$ cat src/rtl/clock_step_ctrl.sv
`default_nettype none
// ============================================================================
// clock_step_ctrl : run/step/halt controller driving the CPU datapath enable
// Rev 1.0
// ============================================================================
module clock_step_ctrl #(
  parameter int CNT_W  = 32,
  parameter int STEP_W = 8,
  parameter int DIV_W  = 4
) (
  input  logic              clk,
  input  logic              rst_n,
  input  logic              cmd_valid,
  input  logic [1:0]        cmd_op,
  input  logic [STEP_W-1:0] cmd_arg,
  input  logic [DIV_W-1:0]  div,
  input  logic              halt_req,
  output logic              cmd_ready,
  output logic              cpu_en,
  output logic [1:0]        state,
  output logic              step_done,
  output logic [CNT_W-1:0]  cycle_count
);

  localparam logic [1:0] S_IDLE = 2'b00;
  localparam logic [1:0] S_RUN  = 2'b01;
  localparam logic [1:0] S_STEP = 2'b10;
  localparam logic [1:0] S_HALT = 2'b11;

  localparam logic [1:0] OP_HALT  = 2'b00;
  localparam logic [1:0] OP_RUN   = 2'b01;
  localparam logic [1:0] OP_STEP  = 2'b10;
  localparam logic [1:0] OP_CLEAR = 2'b11;

  localparam logic [CNT_W-1:0]  CNT_MAX = '1;
  localparam logic [STEP_W-1:0] REM_ONE = STEP_W'(1);

  logic [DIV_W-1:0]  r_pre;
  logic [DIV_W-1:0]  w_pre_nxt;
  logic [STEP_W-1:0] r_remaining;
  logic [STEP_W-1:0] w_rem_nxt;
  logic [1:0]        w_state_nxt;
  logic              w_done_nxt;
  logic              w_active;
  logic              w_cmd_halt;
  logic              w_cmd_run;
  logic              w_cmd_step;
  logic              w_cmd_clear;
  logic              w_cpu_halt;
  logic              w_stop;
  logic              w_fire;

  assign cmd_ready   = 1'b1;
  assign w_active    = (state == S_RUN) || (state == S_STEP);
  assign w_cmd_halt  = cmd_valid && (cmd_op == OP_HALT);
  assign w_cmd_run   = cmd_valid && (cmd_op == OP_RUN);
  assign w_cmd_step  = cmd_valid && (cmd_op == OP_STEP);
  assign w_cmd_clear = cmd_valid && (cmd_op == OP_CLEAR);
  assign w_cpu_halt  = halt_req && w_active;
  assign w_stop      = w_cmd_halt || w_cpu_halt;
  assign w_fire      = w_active && (r_pre >= div) && !w_stop;

  // The >= compare also recovers when div is lowered below the current count.
  assign w_pre_nxt = (!w_active || (r_pre >= div)) ? '0 : r_pre + 1'b1;

  always_comb begin
    w_state_nxt = state;
    w_rem_nxt   = r_remaining;
    w_done_nxt  = 1'b0;

    if (w_cpu_halt) begin
      w_state_nxt = S_HALT;
    end else if (w_cmd_halt) begin
      w_state_nxt = S_IDLE;
      w_rem_nxt   = '0;
    end else if (w_cmd_run) begin
      w_state_nxt = S_RUN;
      if (state == S_STEP) begin
        w_rem_nxt = '0;
      end
    end else if (w_cmd_step) begin
      if (!w_active && (cmd_arg != '0)) begin
        w_state_nxt = S_STEP;
        w_rem_nxt   = cmd_arg;
      end
    end

    // A RUN arriving during a step sequence takes over from the sequencer.
    if (w_fire && (state == S_STEP) && !w_cmd_run) begin
      w_rem_nxt = r_remaining - 1'b1;
      if (r_remaining == REM_ONE) begin
        w_state_nxt = S_IDLE;
        w_done_nxt  = 1'b1;
      end
    end
  end

  always_ff @(posedge clk or negedge rst_n) begin
    if (!rst_n) begin
      state       <= S_IDLE;
      cpu_en      <= 1'b0;
      step_done   <= 1'b0;
      cycle_count <= '0;
      r_pre       <= '0;
      r_remaining <= '0;
    end else begin
      state       <= w_state_nxt;
      cpu_en      <= w_fire;
      step_done   <= w_done_nxt;
      r_pre       <= w_pre_nxt;
      r_remaining <= w_rem_nxt;
      if (w_cmd_clear) begin
        cycle_count <= '0;
      end else if (cpu_en && (cycle_count != CNT_MAX)) begin
        cycle_count <= cycle_count + 1'b1;
      end
    end
  end

endmodule
`default_nettype wire

$ cat config.mk
export PLATFORM = sky130hd
export DESIGN_NAME = clock_step_ctrl
export DESIGN_NICKNAME = d
export VERILOG_FILES = /design/src/rtl/clock_step_ctrl.sv
export SDC_FILE = /design/constraint.sdc
export NUM_CORES = 1
export LEC_CHECK = 0
export ABC_CLOCK_PERIOD_IN_PS = 2100
export CORE_MARGIN = 4
export CORE_UTILIZATION = 30
export CTS_BUF_LIST = sky130_fd_sc_hd__clkbuf_4
export DETAILED_ROUTE_END_ITERATION = 10
export SYNTH_ARGS = -nofsm -noshare
export SYNTH_HDL_FRONTEND = slang
export SYNTH_SLANG_ARGS = --single-unit
$ cat constraint.sdc
create_clock -name clk -period 2.1 [get_ports clk]
set_input_delay 0.21 -clock clk [delete_from_list [all_inputs] [get_ports clk]]
set_output_delay 0.21 -clock clk [all_outputs]
set_load 0.005 [all_outputs]
Word level (Yosys, flattened, before mapping)
Index checks and enable logic that the tools add are counted.
{ "classes": {"addsub": 3, "eq_ne": 9, "n_reduce_logical": 23, "mux": 19, "n_lt_le_gt_ge": 1} }
{ "op_table": {"columns": ["op", "n"], "rows": [
  ["32-bit two-way mux", 2],
  ["8-bit two-way mux", 7],
  ["32-bit by 1-bit adder with 32-bit output (second input constant)", 1],
  ["32-bit inequality test (second input constant)", 1],
  ["2-bit two-way mux", 7],
  ["1-bit logical AND", 11],
  ["8-bit by 1-bit == test with 1-bit output (second input constant)", 1],
  ["4-bit nonzero test", 2],
  ["8-bit nonzero test", 1],
  ["8-bit by 1-bit subtractor with 8-bit output (second input constant)", 1],
  ["2-bit == test (second input constant)", 3],
  ["4-bit by 1-bit adder with 4-bit output (second input constant)", 1],
  ["2-bit by 1-bit == test with 1-bit output (second input constant)", 2],
  ["4-bit >= comparator", 1],
  ["4-bit two-way mux", 1],
  ["4-bit by 2-bit inequality test with 1-bit output (second input constant)", 1],
  ["4-bit AND reduction", 1],
  ["1-bit zero test", 3],
  ["1-bit logical OR", 3],
  ["2-bit zero test", 1],
  ["1-bit two-way mux", 2],
  ["2-bit by 1-bit inequality test with 1-bit output (second input constant)", 1],
  ["2-bit nonzero test", 1]
]} }
{ "totals": {"wordCells": 61, "regBits": 48, "out_inout_bits": 37} }

Logic depth before layout (Yosys ltp)
Gate-level depths: netlist of the first run.
{ "logic_depth": {"ltp_word": 11, "mapped_depth": 8} }

Worst setup path after synthesis of the first run
No wires, ideal clock.
{ "synth_timing": {"path_type": "register to register", "from": "reg r_pre[2]", "to": "reg r_remaining[4]", "stages_incl_launch_ff": 8, "arrival_time_ps": 2024, "path_slack_ps": -57, "t_required_ps": 1967, "n_path_buf": 0, "period_less_slack_ps": 2157, "cell_sequence": "dfrtp_1 > ha_1 > a21o_1 > a221o_1 > nand3_1 > mux2_2 > a31oi_1 > a31oi_1"} }
{ "synth_between": {"elab_chain_cells": 7} }
{ "synth_rtl": {"columns": ["element", "line", "text"], "rows": [
  ["start: declaration", "38", "logic [DIV_W-1:0] r_pre;"],
  ["start signal: assignment", "110", "r_pre <= w_pre_nxt;"],
  ["4-bit >= comparator (*)", "61", "assign w_fire = w_active && (r_pre >= div) && !w_stop;"],
  ["1-bit logical AND (*) (2 in a row)", "61", null],
  ["1-bit logical AND (*) (2 in a row)", "89", "if (w_fire && (state == S_STEP) && !w_cmd_run) begin"],
  ["4-bit by 2-bit inequality test with 1-bit output (no source line) (tied with other cells)", null, null],
  ["4-bit AND reduction (no source line)", null, null],
  ["end signal: assignment", "111", "r_remaining <= w_rem_nxt;"],
  ["end: declaration", "40", "logic [STEP_W-1:0] r_remaining;"]
]} }
Mark *: on every way between the ends. The rest lies on a longest branch, timed or not.
A chain may end at the register's enable or synchronous reset.

Final worst setup path of the first run
{ "layout_timing": {"from": "reg r_pre[1]", "to": "reg r_remaining[4]"} }
The elaborated chain is that of the path after synthesis.

==> results.md, run 1 <==
* Status: finished clean
* Fillers at 942
* Power Total at 2.53 mW
* Clock Tree Buf Depth at 2
* Critical Path Most Common Cell: a31oi_1
* HP Class: primary input to async pin
* Ys async rst share at 100%
* WL per Instance at 13.8 microns
* Tcrit/Tclk final at 96.3%
* CP bufs+invs at 0
* I/O pins at 55
* Yosys warns at 0
* Register area share after synthesis at 41.9%
* Initial DRC count at 81
* Maximum clock frequency at 0.494 GHz
* Router iterations before antenna repair at 4
* H-Tree Depth at 2
* Vias per cell at 5.08
* Clock transition at path regs at 0.15 ns
* Final GP Congestion at 0.873
* Final Hold Vio Count at 0
* Clock Sinks at 48
* Most area-hungry cell type in the Yosys netlist: dfrtp_1
* CTS Buf Count at 5
* Synth Flop Type: dfrtp_1
* Setup CP Type: flop to flop
* Post-synth EDFFs at 0
* Most frequent cell after synthesis: dfrtp_1
* Die W at 106 microns
* Antenna cells at 0
* Yosys reg bits at 48
* Largest delay share family, worst path: compound AO/OA/AOI/OAI gates
* Clk root buf: clkbuf_4
* Row count at 35
* ANT nets after route at 0
* Area post-placement at 3840 sq um
* Pre-CTS WS at -0.331 ns
* Antenna violations before repair at 0
* Placed cell count at 538
* Die Y at 106 microns
* Arr. time, crit path at 2.26 ns
* Unrepaired setup endpoints after global routing: true
* Top-area cell type share of the netlist area at 41.9%
* Crit path cell chain: ha_1 > and3_4 > a221o_1 > nand3_2 > mux2_2 > a31oi_1 > a31oi_1
* Slowest CP cell: dfrtp_1
* Port Buffers at 53
* Initial Util at 30.9%
* Die footprint at 11200 sq um
* Crit-path max FO at 4
* CTS tree: yes
* Post-route insts no fill at 550
* Setup ws final at 0.0777 ns
* Min Tclk post-route at 2.02 ns
* First-pass GRT wire length at 12500 microns
* CP Data Required Time at 2.34 ns
* Layout area overhead at 40.2%
* Finished Cell Area at 4020 sq um
* Final-report setup violation count at 0
* Slew Limit Fails at 0
* Unique masters post-synth at 50
* DRC at 0
* HPWL after DPL at 5590 microns
* Syn_area_per_cell at 8.87 sq um
* Worst IR Drop VDD at 0.537 mV
* Static leakage at 1.70 nW
* Post-synth top cells: dfrtp_1, nor2_1, a21oi_1
* Top cells by area, synth: dfrtp_1, nor2_1, a21oi_1
* Via Count at 2792
* Max-cap violations at 0
* Number of global-route vias before repair at 2664
* Worst Setup Start Kind: flop
* CORE AREA at 9280 sq um
* Post-Route Skew at 0.0144 ns
* Clk_lat worst skew at 0.37 ns
* Slew HR at 59.2%
* Syn nets at 351
* Worst Tran Pin Value at 0.612 ns
* Pin count of the biggest net entering global routing at 49
* Routed wire length at 7570 microns
* GRT Overall Usage at 13.4%
* Mapped cell area at 2870 sq um
* Critical Path Max Stage Delay at 0.43 ns
* Instance count of the mapped netlist at 323
* Fin nets at 448
* Critical Path End Type: flop
* Share of layout cells above drive strength 1 at 20.2%
* Grt ovf at 0
* Pwr dens at 629 nW/um^2
==> per-stage QoR <==
stage	hold slack [ns]	TNS [ns]	utilization [%]
floorplan	-0.0856	0	-
global placement	0.353	-2.42	41.3
detailed placement	0.366	-2.97	41.3
CTS	0.484	0	42.1
global route	0.506	-0.0780	43.3
finish	0.453	0	43.3
==> power by group <==
group	leakage, nW	switching (mW)	total (mW)	internal, mW
clock network	0.0338	0.295	0.450	0.155
registers	0.652	0.137	1.18	1.05
logic	1.01	0.437	0.890	0.453
total	1.70	0.869	2.53	1.66
==> layout by cell type (no fill, tap or decap), types with 2 or more instances in the layout <==
cell type	n
nor4b_1	2
nand4_1	14
a31oi_1	6
dfrtp_1	48
or3_1	15
o21ai_1	10
o21ai_0	6
and4_2	2
nand3_1	14
and4_1	2
nor3_1	9
inv_1	11
nor2_2	3
a211oi_1	3
buf_6	3
nor4_1	5
nor2b_1	2
buf_4	45
a22o_1	2
and3_1	5
clkdlybuf4s50_1	52
clkbuf_4	7
nor4_2	2
nand2_1	19
nand2_4	2
mux2i_1	2
mux2_2	2
xnor2_1	14
nand3_2	3
a221o_1	2
nor2_1	32
a21oi_1	25
a21o_1	2
ha_1	8
nand4b_1	2
nand2b_1	6
or2_2	4
xor2_1	4
o41ai_1	2
==> repair_timing <==
action | 4_1_cts | 5_1_grt
endpoints found under the hold margin | 48 | 0
gates cloned | 0 | 0
resized for setup | 1 | 23
buffers inserted | 0 | 3
pin swaps | 2 | 6
setup endpoints to repair | 2 | 21
hold buffers | 1 | 0
==> tightest hold or removal path, stage by stage <==
cell           delay (ns)
dlygate4sd3_1        0.52
buf_2                0.10
buf_4                0.49
==> sequential cells by signal (all words and copies together), names as in the netlist <==
name         cells
cpu_en           1
cycle_count     32
r_pre            4
r_remaining      8
state            2
step_done        1
==> cell type report <==
| class | instances | area, sq um | area share (%) |
|---|---|---|---|
| multi-input cells | 251 | 1650 | 41.0 |
| flip-flops and latches | 48 | 1200 | 29.9 |
| repair buffers | 102 | 907 | 22.6 |
| well taps | 129 | 161 | 4.02 |
| clock buffers | 7 | 52.6 | 1.31 |
| inverters | 12 | 45.0 | 1.12 |
| clock inverters | 1 | 3.75 | 0.0934 |
==> worst paths after layout <==
| path | startpoint | cells past startpoint | slack, ns | endpoint |
|---|---|---|---|---|
| worst min register to register | r_pre[0] | 2 | 0.57 | r_pre[0] |
| worst max register to register | r_pre[1] | 7 | 0.08 | r_remaining[4] |
| worst min-delay path | rst_n | 3 | 0.45 | cycle_count[14] |
| worst max-delay path | r_pre[1] | 7 | 0.08 | r_remaining[4] |
| min in group clk | cmd_arg[7] | 2 | 0.50 | r_remaining[7] |
| max in group asynchronous | rst_n | 3 | 1.22 | r_remaining[5] |
==> per-layer routing <==
layer	part of all wire, %	vias to the layer above	GRT usage, %
li1	-	1373	-
met1	46	1357	17.1
met2	49	52	23.0
met3	3.8	10	2.57
met4	1.1	0	4.07
met5	0	-	0
==> kinds of logic after synthesis <==
| kind of cell | Yosys count | synth area share, % |
|---|---|---|
| buf+inv | 24 | 3.58 |
| mux | 4 | 1.48 |
| fa+ha+maj | 10 | 4.36 |
| simple gates | 152 | 29.0 |
| compound gates | 66 | 14.0 |
| other cells | 1 | 0.131 |
| flops | 48 | 41.9 |
| xor+xnor | 18 | 5.50 |
(Power assumes the default switching activity.)
==> run 2, diff against run 1 <==
--- a/config.mk
+++ b/config.mk
@@ -5,7 +5,7 @@
 export SDC_FILE = /design/constraint.sdc
 export NUM_CORES = 1
 export LEC_CHECK = 0
-export ABC_CLOCK_PERIOD_IN_PS = 2100
+export ABC_CLOCK_PERIOD_IN_PS = 1700
 export CORE_MARGIN = 4
 export CORE_UTILIZATION = 30
 export CTS_BUF_LIST = sky130_fd_sc_hd__clkbuf_4
==> constraint.sdc (replaced) <==
create_clock -name clk -period 1.7 [get_ports clk]
set_input_delay 0.17 -clock clk [delete_from_list [all_inputs] [get_ports clk]]
set_output_delay 0.17 -clock clk [all_outputs]
set_load 0.005 [all_outputs]
==> run 2 against run 1 <==
Effect of this change:
- the flow now finishes with violations (negative setup slack)
- count of clock-buffer cells in the layout is 2 lower
- wire length is 20% higher
- global-route usage is 2.0 points higher
- critical endpoint unchanged
- final cell count is 14% higher
- highest routed layer unchanged
- hold slack worse by 0.31 ns
- total power is 38% higher
- design area is 25% higher
- die area stayed put
- fmax is 6.4% lower
- register-to-register slack worse by 0.54 ns
- non-clock buffer count is 76 higher
- clock power is 17% higher
==> results.md, run 2 (synthesized netlist as in run 1, its figures left out) <==
* Static leakage at 2.29 nW (+35%)
* Top reg by flops: cycle_count
* Commonest cells after routing, fill and taps aside: buf_4, dfrtp_1, clkdlybuf4s50_1
* CORE AREA at 9280 sq um (unchanged)
* I/O pins at 55 (unchanged)
* Tcrit/Tclk final at 127% (+31 points)
* Commonest non-fill, non-tap cell in the layout: buf_4
* Final-report setup violation count at 47 (+47)
* Biggest regs: cycle_count x32, r_remaining x8, r_pre x4
* Final GP Congestion at 0.880 (+0.79%)
* Status: complete, but fails checks
* Max reg flops at 32 (unchanged)
* Initial DRC count at 101 (+25%)
* Post-Route Skew at 0.0181 ns (+0.00370 ns)
* R2r setup slk at -0.46 ns (-0.54 ns)
* CTS Buf Count at 5 (unchanged)
* Worst IR Drop VDD at 0.676 mV (+26%)
* Crit path depth at 8 (+1)
* ANT nets after route at 0 (unchanged)
* Start point of the critical path: r_pre[2]
* Pin count of the biggest net entering global routing at 43 (-12%)
* Antenna violations before repair at 0 (unchanged)
* Worst r2r src: r_pre[2]
* Die Y at 106 microns (unchanged)
* Initial Util at 30.9% (unchanged)
* Core Util, Final at 54.2% (+11 points)
* Setup CP Type: flop to flop
* Final Hold Vio Count at 0 (unchanged)
* Port Buffers at 53 (unchanged)
* Die W at 106 microns (unchanged)
* Critical Path Max Stage Delay at 0.41 ns (-0.02 ns)
* Clk_lat worst skew at 0.37 ns (about the same)
* CP Data Required Time at 1.95 ns (-0.39 ns)
* Pwr dens at 693 nW/um^2 (+10%)
* Number of global-route vias before repair at 3005 (+13%)
* DRC at 0 (unchanged)
* HPWL after DPL at 6250 microns (+12%)
* Min Tclk post-route at 2.16 ns (+0.137 ns)
* Antenna cells at 0 (unchanged)
* Fin nets at 525 (+17%)
* Row count at 35 (unchanged)
* Critical Path End Type: flop
* Die footprint at 11200 sq um (unchanged)
* First-pass GRT wire length at 14200 microns (+14%)
* Clk root buf: clkbuf_4
* Hold Slack at 0.138 ns (-0.315 ns)
* Worst R2R Path Depth at 8 (+1)
* CP bufs+invs at 1 (+1)
* HP Class: primary input to async pin
* Layout area overhead at 75.7%
* Grt ovf at 0 (unchanged)
* Slew Limit Fails at 0 (unchanged)
* CTS tree: yes
* Worst Setup Start Kind: flop
* Largest delay share family, worst path: compound AO/OA/AOI/OAI gates
* Maximum clock frequency at 0.463 GHz (-6.4%)
* Pre-CTS WS at -0.675 ns (-0.344 ns)
* Unrepaired setup endpoints after global routing: true
* Failing checks: negative setup slack
* Endpoint of the worst register-to-register path: r_remaining[4]
* Crit path cell chain: ha_1 > and3_4 > a221o_1 > buf_6 > nand3_4 > mux2_4 > a31oi_4 > a31oi_1
* Vias per cell at 4.99 (-1.6%)
* Slowest CP cell: dfrtp_1
* Max-cap violations at 0 (unchanged)
* Clock Sinks at 48 (unchanged)
* WL per Instance at 14.4 microns (+5.0%)
* Crit-path max FO at 5 (+1)
* Worst setup endpoint: r_remaining[4]
* Routed wire length at 9060 microns (+20%)
* H-Tree Depth at 2 (unchanged)
* Clock Tree Buf Depth at 2 (unchanged)
* Via Count at 3131 (+12%)
* Clock transition at path regs at 0.15 ns (about the same)
* Router iterations before antenna repair at 4 (unchanged)
* Arr. time, crit path at 2.41 ns (+0.15 ns)
* Power Total at 3.49 mW (+38%)
* Share of layout cells above drive strength 1 at 42.2% (+22 points)
* GRT Overall Usage at 15.4% (+2.0 points)
* Setup ws final at -0.459 ns (-0.537 ns)
## run 2: changes by cell type in the layout (fill, tap and decap cells not counted), sizes merged
cell           previous run  this run
buf                      49       125
clkdlybuf4s50            52        48
dlymetal6s2s              0         4
clkbuf                    7         5
clkinv                    1         3
nand2b                    7         8
## run 2: worst min path at each step
stage / cells after the start / endpoint / from
after floorplan: 0 / cpu_en / rst_n
after global placement: 1 / cycle_count[21] / rst_n
after detailed placement: 1 / cycle_count[21] / rst_n
after CTS: 2 / cycle_count[21] / rst_n
after global routing: 2 / cycle_count[21] / rst_n
final: 2 / cycle_count[18] / rst_n
## run 2: cell type report
class	instances	area, sq um
repair buffers	178	1570
clock inverters	3	13.8
multi-input cells	252	2010
inverters	12	45.0
flip-flops and latches	48	1200
well taps	129	161
fillers	858	4250
clock buffers	5	37.5
## run 2: power breakdown
part	internal, mW	switching [mW]
Combinational	0.808	0.718
Sequential	1.29	0.144
Clock	0.153	0.374
## run 2: what timing repair did
item	CTS	global route
gates cloned	1	1
endpoints found under the hold margin	48	0
buffers inserted	14	13
endpoints found under the setup margin	47	52
hold buffers	1	0
pin swaps	41	45
gates resized for setup	44	46
## run 2: stage by stage
stage               std cells  setup TNS [ns]  cell area [sq um]
floorplan                 323           -4.87               3050
global placement          590          -11.82               4390
detailed placement        590          -13.09               4390
CTS                       614           -7.83               4760
global route              627          -13.94               5040
finish                    627           -8.86               5040
## run 2: per-layer routing
metal,GRT usage [%],wire length [microns],share of wire [%]
met1,19.7,3910,43
met2,27.3,4640,51
met3,2.76,421,4.6
met4,2.59,80,0.88
met5,0,0,0
